===== src/rtl/cp0_pkg.sv =====
// Shared CP0 definitions: register numbers, exception codes, handler vector
// and the packed views of the SR and Cause registers.
package cp0_pkg;

    localparam logic [4:0] REG_SR    = 5'd12;
    localparam logic [4:0] REG_CAUSE = 5'd13;
    localparam logic [4:0] REG_EPC   = 5'd14;
    localparam logic [4:0] REG_PRID  = 5'd15;

    localparam logic [4:0] EXC_INT  = 5'd0;
    localparam logic [4:0] EXC_ADEL = 5'd4;
    localparam logic [4:0] EXC_ADES = 5'd5;
    localparam logic [4:0] EXC_RI   = 5'd10;
    localparam logic [4:0] EXC_OV   = 5'd12;

    localparam logic [31:0] HANDLER_ADDR = 32'h0000_4180;

    typedef struct packed {
        logic [5:0] im;
        logic       exl;
        logic       ie;
    } sr_t;

    typedef struct packed {
        logic       bd;
        logic [5:0] ip;
        logic [4:0] exc_code;
    } cause_t;

    // A delay-slot victim restarts at its branch, one word earlier.
    function automatic logic [31:0] epc_target(input logic [31:0] pc, input logic bd);
        logic [31:0] v;
        v = bd ? pc - 32'd4 : pc;
        return {v[31:2], 2'b00};
    endfunction

    function automatic logic [31:0] sr_word(input sr_t sr);
        return {16'd0, sr.im, 8'd0, sr.exl, sr.ie};
    endfunction

    function automatic logic [31:0] cause_word(input cause_t c);
        return {c.bd, 15'd0, c.ip, 3'd0, c.exc_code, 2'd0};
    endfunction

endpackage


===== src/rtl/cp0_irq_gen.sv =====
// Combinational interrupt/exception request logic; a pending interrupt
// outranks a simultaneous exception when choosing the recorded ExcCode.
module cp0_irq_gen
    import cp0_pkg::*;
(
    input  logic       reset,
    input  logic [5:0] hw_int,
    input  logic [4:0] exc_code,
    input  sr_t        sr,
    output logic       irq,
    output logic [4:0] sel_exc_code
);

    logic int_req;
    logic exc_req;

    assign int_req      = (|(hw_int & sr.im)) & sr.ie & ~sr.exl;
    assign exc_req      = (exc_code != EXC_INT) & ~sr.exl;
    assign irq          = reset & (int_req | exc_req);
    assign sel_exc_code = int_req ? EXC_INT : exc_code;

endmodule


===== src/rtl/cp0_unit.sv =====
// Coprocessor-0 register file (SR/Cause/EPC/PRId) with exception entry,
// eret EXL clear and the mfc0/mtc0 access ports.
module cp0_unit
    import cp0_pkg::*;
#(
    parameter logic [31:0] PRID_VALUE = 32'h0000_3A7C,
    parameter logic [5:0]  IM_RESET   = 6'b000000
) (
    input  logic        clk,
    input  logic        reset,
    input  logic [4:0]  A1,
    input  logic [4:0]  A2,
    input  logic [31:0] DIn,
    input  logic        we,
    input  logic [31:0] PC,
    input  logic        BD,
    input  logic [4:0]  ExcCode,
    input  logic [5:0]  HWInt,
    input  logic        EXLClr,
    output logic        IRQ,
    output logic [31:0] EPC,
    output logic [31:0] DOut
);

    sr_t         sr_q;
    cause_t      cause_q;
    logic [31:0] epc_q;
    logic [4:0]  sel_exc_code;

    cp0_irq_gen u_irq_gen (
        .reset        (reset),
        .hw_int       (HWInt),
        .exc_code     (ExcCode),
        .sr           (sr_q),
        .irq          (IRQ),
        .sel_exc_code (sel_exc_code)
    );

    // NOTE: state registers use non-blocking assignments so every update in
    // this block sees the pre-edge values; later assignments override earlier
    // ones, which is how EXLClr beats the EXL bit of a same-cycle SR write.
    always_ff @(posedge clk) begin
        if (!reset) begin
            sr_q    <= '{im: IM_RESET, exl: 1'b0, ie: 1'b0};
            cause_q <= '0;
            epc_q   <= '0;
        end else begin
            cause_q.ip <= HWInt;
            if (IRQ) begin
                sr_q.exl         <= 1'b1;
                cause_q.bd       <= BD;
                cause_q.exc_code <= sel_exc_code;
                epc_q            <= epc_target(PC, BD);
            end else begin
                if (we && A2 == REG_SR) begin
                    sr_q.im  <= DIn[15:10];
                    sr_q.exl <= DIn[1];
                    sr_q.ie  <= DIn[0];
                end
                if (we && A2 == REG_EPC) begin
                    epc_q <= {DIn[31:2], 2'b00};
                end
                if (EXLClr) begin
                    sr_q.exl <= 1'b0;
                end
            end
        end
    end

    assign EPC = epc_q;

    // NOTE: the default assignment before the case keeps this block purely
    // combinational; a missing path would otherwise infer a latch.
    always_comb begin
        DOut = 32'd0;
        case (A1)
            REG_SR:    DOut = sr_word(sr_q);
            REG_CAUSE: DOut = cause_word(cause_q);
            REG_EPC:   DOut = epc_q;
            REG_PRID:  DOut = PRID_VALUE;
            default:   DOut = 32'd0;
        endcase
    end

endmodule


===== config.mk =====
export PLATFORM = sky130hd
export DESIGN_NAME = cp0_unit
export DESIGN_NICKNAME = d
export VERILOG_FILES = /design/src/rtl/cp0_pkg.sv /design/src/rtl/cp0_irq_gen.sv /design/src/rtl/cp0_unit.sv
export SDC_FILE = /design/constraint.sdc
export NUM_CORES = 1
export LEC_CHECK = 0
export BUFFER_PORTS_ARGS = -buffer_cell sky130_fd_sc_hd__buf_2
export CORE_MARGIN = 2
export CORE_UTILIZATION = 42
export CTS_CLUSTER_SIZE = 24
export DETAILED_ROUTE_END_ITERATION = 8
export GPL_TIMING_DRIVEN = 0
export PLACE_DENSITY_LB_ADDON = 0.15
export SETUP_SLACK_MARGIN = 0.3
export SLEW_MARGIN = 40
export SYNTH_ARGS = -nofsm -noshare
export SYNTH_HDL_FRONTEND = slang
export SYNTH_SLANG_ARGS = --single-unit

===== constraint.sdc =====
create_clock -name clk -period 1.6 [get_ports clk]
set_input_delay 0.16 -clock clk [delete_from_list [all_inputs] [get_ports clk]]
set_output_delay 0.16 -clock clk [all_outputs]
set_load 0.02 [all_outputs]

# ---- Word-level counts from Yosys, hierarchy flattened
# Cells that the tools add are included.
dict set report word_totals {
  ff_bits 50
  latch_bits 0
  mem_bits_rw 0
  rom_bits 0
  in_bits 90
  out_inout_bits 65
  mem_count 0
}
dict set report op_classes {
  n_addsub 1
  n_mul 0
  div 0
  n_lt_le_gt_ge 0
  n_eq_ne 6
  n_shift 0
  n_mux 8
  bitwise 8
  reduce_logical 7
}
# operator n
set op_table {}
lappend op_table {{one-hot mux 32 bit (4 select lines)} 1}
lappend op_table {{2-to-1 mux 32 bit} 3}
lappend op_table {{subtractor 32 x 3 -> 32 bit (second input constant)} 1}
lappend op_table {{== test 5 x 4 -> 1 bit (second input constant)} 6}
lappend op_table {{AND 6 bit} 1}
lappend op_table {{OR reduction 6 bit} 1}
lappend op_table {{2-to-1 mux 5 bit} 1}
lappend op_table {{nonzero test 5 bit} 1}
lappend op_table {{AND 1 bit} 4}
lappend op_table {{nonzero test 3 bit} 1}
lappend op_table {{logical AND 1 bit} 2}
lappend op_table {{2-to-1 mux 1 bit} 2}
lappend op_table {{2-to-1 mux 2 bit} 1}
lappend op_table {{inverter 1 bit} 2}
lappend op_table {{AND reduction 2 bit} 1}
lappend op_table {{nonzero test 2 bit} 1}
lappend op_table {{bitwise OR 1 bit} 1}

# ---- Logic depth before layout (Yosys ltp)
dict set report logic_depth {
  ltp_word 8
  mapped_depth 7
}

# ---- Modules after synthesis
# A second synthesis with hierarchy kept.
dict set report unflattened {
  hier_cells 411
  hier_area_um2 3293.2
}
# module instances cells_per_inst area_per_inst_um2 seq_area_each_um2
set by_module_without_submodules {}
lappend by_module_without_submodules {cp0_unit 1 397 3183.1 1001.0}
lappend by_module_without_submodules {cp0_irq_gen 1 14 110.1 0.0}

# ---- Least setup slack after synthesis
# Ideal clock, no wire load.
dict set report synth_path {
  kind {flip-flop to output port}
  start {reg sr_q[3] (netlist name)}
  end {out IRQ}
  t_arrival_ns 1.576
  t_required_ns 1.440
  slack_ns -0.136
  path_stages_with_launch 8
  path_buffers 3
  cell_sequence {dfxtp_1 -> a22o_1 -> o31ai_1 -> a31o_2 -> clkbuf_1 -> buf_4 -> buf_2 -> nor2_1}
}
dict set report synth_via {
  elab_chain_len 6
}
# item line_no
set synth_rtl {}
lappend synth_rtl {{start: declaration} cp0_unit.sv:25} ;# sr_t sr_q;
lappend synth_rtl {{start signal: assignment} cp0_unit.sv:44} ;# sr_q <= '{im: IM_RESET, exl: 1'b0, ie: 1'b0};
lappend synth_rtl {{AND 6 bit} cp0_irq_gen.sv:17} ;# assign int_req = (|(hw_int & sr.im)) & sr.ie & ~sr.exl;
lappend synth_rtl {{OR reduction 6 bit} cp0_irq_gen.sv:17}
lappend synth_rtl {{AND 1 bit (2 in series)} cp0_irq_gen.sv:17}
lappend synth_rtl {{bitwise OR 1 bit} cp0_irq_gen.sv:19} ;# assign irq = reset & (int_req | exc_req);
lappend synth_rtl {{AND 1 bit} cp0_irq_gen.sv:19}
lappend synth_rtl {{end: declaration} cp0_unit.sv:20} ;# output logic IRQ,
# Every way passes these cells.

# ---- Worst setup path after layout
dict set report layout_path {
  start {reg sr_q[4] (netlist name)}
  end {out IRQ}
}
# Same word-level chain as after synthesis.

==> flow_results.org <==
** Placement
- Global placement routability congestion :: about 0.87
- After detailed placement, the total cell area comes to approximately 4200 um2.
- Prior to clock tree synthesis, the placed netlist has a worst setup slack of -0.606 ns.
- Once detailed placement completed, the half-perimeter wirelength came to roughly 7400 um.
- Count of input and output buffers :: about 150

** Yosys
- Synthesis inferred 50 register bits.
- Among all cell types in the netlist, the one instantiated most often is sky130_fd_sc_hd__dfxtp_1.
- Summing the areas of all and, or, nand and nor instances in the mapped netlist gives between 20% and 30% of the synthesized area.
- Yosys attributes the largest share of cell area to sky130_fd_sc_hd__dfxtp_1 32%, sky130_fd_sc_hd__mux2i_1 13%, sky130_fd_sc_hd__xor2_1 5.8%.
- Netlist cell types :: 48
- For this run, the register share of the synthesized area comes to 31.5%.
- Count of flip-flops with a built-in enable after synthesis :: 0
- Synthesis handed over a netlist of about 380 instances.
- The largest total area in the synthesized netlist belongs to sky130_fd_sc_hd__dfxtp_1.
- XOR/XNOR share of the synthesized area :: ~6.6%
- Post-synthesis share of cell area spent on full adders, half adders and majority gates :: 0.394%
- After synthesis, the share of flip-flops with an asynchronous set or reset is 0%.
- The top cell type by area accounts for a little under a third of the synthesized area.
- Sorting the synthesized cells by how often they occur yields 50 x sky130_fd_sc_hd__dfxtp_1, 41 x sky130_fd_sc_hd__mux2i_1, 30 x sky130_fd_sc_hd__nand2_1.
- Predominant post-synthesis flop cell :: sky130_fd_sc_hd__dfxtp_1
- Summing every instance area after synthesis gives between 3000 and 4000 um2.
- After synthesis, the mean cell area works out to 8.42 um2.
- Measured against the total synthesized area, the mux share comes to 13.3%.
- The synthesized netlist devotes between 10% and 20% of its cell area to compound gates.
- Synth warn :: 0
- Combinational family with the most area after synthesis :: simple AND/OR/NAND/NOR gates

** Pwr
- Summing internal, switching and leakage power gives approximately 3.4 mW.
- VDD sags by at most roughly 0.44 mV.
- Part of the total power dissipated in the clock network :: between 20% and 30%
- Combinational logic is responsible for about 30% of the overall power.
- Switching Fraction :: 31.5%
- Reported leakage power :: roughly 2.4 nW
- Cell internal power was estimated by the tool at 2.30 mW.
- Share of power burned in registers :: between 40% and 50%
- For this design the total switching power over the nets is roughly 1.1 mW.
- PwrDens :: 663 nW/um2

** GRT
- In the global route stage, met2 resource usage came out at 43.1%.
- Entering global routing, the biggest net connects 16 pins.
- Met3 Track Usage GR :: ~5.5%
- For this run the aggregate overflow at the end of global routing stands at 0.
- Highest-utilization routing layer at the global route stage :: met2
- Vias in the first global route :: approximately 3300
- Global routing consumed, on the met1 layer, between 20% and 30% of the routing resources.
- Overall global routing resource usage :: between 20% and 30%
- First-pass GRT wire length :: 15900 um
- Number of antenna violations at the first check in global routing :: 0

** Die
- Die width :: roughly 90 um
- For this configuration, the core starts out at a cell density of about 44%.
- The die covers 8270 um2.
- Die Span Y :: 91.0 um
- The core region is approximately 7300 um2.
- 155 I/O pins were placed.
- The initialized floorplan defines 31 standard-cell rows.

** CTS
- In this run the deepest clock path goes through 2 buffers.
- In this run, post-CTS hold repair placed 0 buffers.
- Clock-pin slew was measured on the worst setup and hold paths at roughly 0.10 ns.
- TritonCTS built the clock tree.
- Clock H-tree levels :: 2
- Clock latency of the later-clocked register in the worst-skew pair :: 0.31 ns
- TritonCTS sink count :: 50
- The tree is rooted in a sky130_fd_sc_hd__clkbuf_8.
- In this run, CTS created clock tree buffers numbering 5.

** Detailed routing
- The first detailed-routing pass took 4 iterations.
- For this run, design rule violations remaining after detail routing come to 0.
- Total via count in the routed design :: around 3400
- Number of nets still failing antenna checks after routing :: 0
- Routed wire length per instance :: between 15 and 20 um
- Using the TritonRoute via totals, the vias-per-cell ratio works out to around 5.2.
- Number of DRC markers in iteration 0 :: 97
- Final WL :: approximately 11000 um

** Timing
- FMAX :: a little over 500 MHz
- Hold Slack :: between 0.07 and 0.08 ns
- Post-route worst setup slack :: -0.390 ns
- Worst-case clock skew :: 0.00763 ns
- Subtracting the final worst setup slack from the clock period gives between 1.5 and 2 ns.
- Slew at the pin closest to its max-slew limit :: around 0.81 ns
- In this run the tightest slew margin relative to its limit is 45.7%.
- Fin crit share :: 124%
- Setup violations remaining at the end of the flow were counted as 45.
- Final hold violations :: 0
- Final number of max-transition violations :: 0
- Setup repair after global routing missed its margin :: true

** Critical path
- The worst setup path is captured at an output pin.
- Critical setup path kind :: reg -> out
- STA classifies the critical path startpoint as a flip-flop.
- In this run the worst path has a maximum fanout of 3.
- Arrival time at the worst endpoint :: ~1.8 ns
- STA puts the critical path data required time at about 1.4 ns.

** Layout
- For this run, the post-layout net count is roughly 650.
- Cells with a size suffix above 1 make up 53.4% of the layout.
- The finished cells cover approximately 5100 um2.
- Register area :: just over 1000 um2
- 0 antenna diodes ended up in the layout.
- Number of inserted filler cells in the final layout :: approximately 630
- Area growth from synthesis to final layout :: 59.5%
- The multi-input combinational cells in the finished layout cover a total of approximately 2300 um2.

** Job
- The tool flagged a number of max-cap violations equal to 0.

** Status
- Violations in the final reports :: negative setup slack
- Result of the run :: complete, but fails checks

** Hold path
- The path class of the tightest hold or removal check is in -> reg.
==> metal layers <==
layer | wire length (um) | vias to the layer above | share of wire, %
li1 | - | 1689 | -
met4 | 72 | 0 | 0.68
met3 | 700 | 6 | 6.6
met5 | 0 | - | 0
met1 | 4480 | 1626 | 42
met2 | 5360 | 117 | 51
==> repair_timing <==
item | 4_1_cts | 5_1_grt
resized for setup | 86 | 62
cloned | 2 | 2
pin swaps | 16 | 20
setup buffers | 10 | 11
endpoints found under the setup margin | 75 | 76
==> worst paths after layout <==
path | start | cells after the start | endpoint | slack (ns)
setup / recovery | sr_q[4]$_SDFFE_PN0P_ | 8 | IRQ | -0.39
hold reg to reg | sr_q[5]$_SDFFE_PN0P_ | 2 | sr_q[5]$_SDFFE_PN0P_ | 0.48
setup reg to reg | sr_q[4]$_SDFFE_PN0P_ | 9 | sr_q[0]$_SDFFE_PN0P_ | -0.34
hold / removal | HWInt[0] | 2 | cause_q[5]$_SDFF_PN0_ | 0.08
==> sequential cells by signal (all words and copies together), names as in the netlist <==
signal,cells
sr_q,8
cause_q,12
EPC,30
==> area by class of cell <==
type,count,share of cell area (%)
Timing Repair Buffer,172,23.8
Sequential cell,50,20.0
Clock buffer,6,1.43
Buffer,29,5.24
Multi-Input combinational cell,295,46.0
Clock inverter,2,0.741
Inverter,4,0.296
Tap cell,99,2.45
==> layout by cell type, fill, tap and decap left out, types with 3 or more instances in the layout <==
cell type	count
sky130_fd_sc_hd__inv_1	4
sky130_fd_sc_hd__o21ai_0	7
sky130_fd_sc_hd__clkbuf_1	7
sky130_fd_sc_hd__a21oi_1	12
sky130_fd_sc_hd__nor3_1	12
sky130_fd_sc_hd__and2_4	17
sky130_fd_sc_hd__buf_2	122
sky130_fd_sc_hd__a211oi_2	12
sky130_fd_sc_hd__dfxtp_2	10
sky130_fd_sc_hd__o21a_1	18
sky130_fd_sc_hd__buf_4	20
sky130_fd_sc_hd__buf_6	30
sky130_fd_sc_hd__clkbuf_8	5
sky130_fd_sc_hd__nor2b_2	4
sky130_fd_sc_hd__nand3b_1	3
sky130_fd_sc_hd__and2_1	7
sky130_fd_sc_hd__clkbuf_4	3
sky130_fd_sc_hd__buf_8	10
sky130_fd_sc_hd__xor2_1	21
sky130_fd_sc_hd__a22o_1	3
sky130_fd_sc_hd__o211a_1	5
sky130_fd_sc_hd__buf_12	3
sky130_fd_sc_hd__nor3b_1	3
sky130_fd_sc_hd__dfxtp_1	40
sky130_fd_sc_hd__or3_4	3
sky130_fd_sc_hd__nor4_1	5
sky130_fd_sc_hd__mux2i_1	41
sky130_fd_sc_hd__nand2_1	30
sky130_fd_sc_hd__nor4_2	5
sky130_fd_sc_hd__a22oi_2	4
sky130_fd_sc_hd__xnor2_1	3
sky130_fd_sc_hd__nor3_2	6
sky130_fd_sc_hd__a21oi_2	14
sky130_fd_sc_hd__nor2_1	26
==> power groups by stage <==
| stage | clock [mW] | sequential (mW) | combinational, mW |
|---|---|---|---|
| 4_1_cts | 0.941 | 1.40 | 0.901 |
| 3_3_place_gp | 0 | 1.43 | 0.795 |
| 2_1_floorplan | 0 | 1.50 | 0.412 |
| 6_report | 0.929 | 1.41 | 1.02 |
| 5_1_grt | 0.988 | 1.42 | 1.09 |
| 3_5_place_dp | 0 | 1.43 | 0.805 |
==> critical path, cell delays in order, from the launching register on <==
cell	delay, ns
sky130_fd_sc_hd__dfxtp_2	0.35
sky130_fd_sc_hd__a22o_1	0.23
sky130_fd_sc_hd__o31ai_4	0.27
sky130_fd_sc_hd__a31o_2	0.21
sky130_fd_sc_hd__buf_8	0.10
sky130_fd_sc_hd__buf_8	0.09
sky130_fd_sc_hd__buf_8	0.09
sky130_fd_sc_hd__nor2_4	0.03
sky130_fd_sc_hd__buf_6	0.15
==> cell families after synthesis <==
family                     Yosys count
adders and majority gates            1
muxes                               42
DFF                                 50
buffers and inverters               33
and+or+nand+nor                    145
other                                1
xor gates and xnor gates            24
AOI/OAI and AO/OA                   81
==> stage by stage <==
| stage | std cells | setup TNS (ns) | util, % |
|---|---|---|---|
| floorplan | 378 | -0.120 | - |
| global placement | 624 | -14.70 | 58.1 |
| detailed placement | 624 | -15.18 | 58.1 |
| CTS | 644 | -10.95 | 64.7 |
| global route | 657 | -13.58 | 69.5 |
| finish | 657 | -11.64 | 69.5 |
No activity file was read; power rests on OpenSTA's default activity.
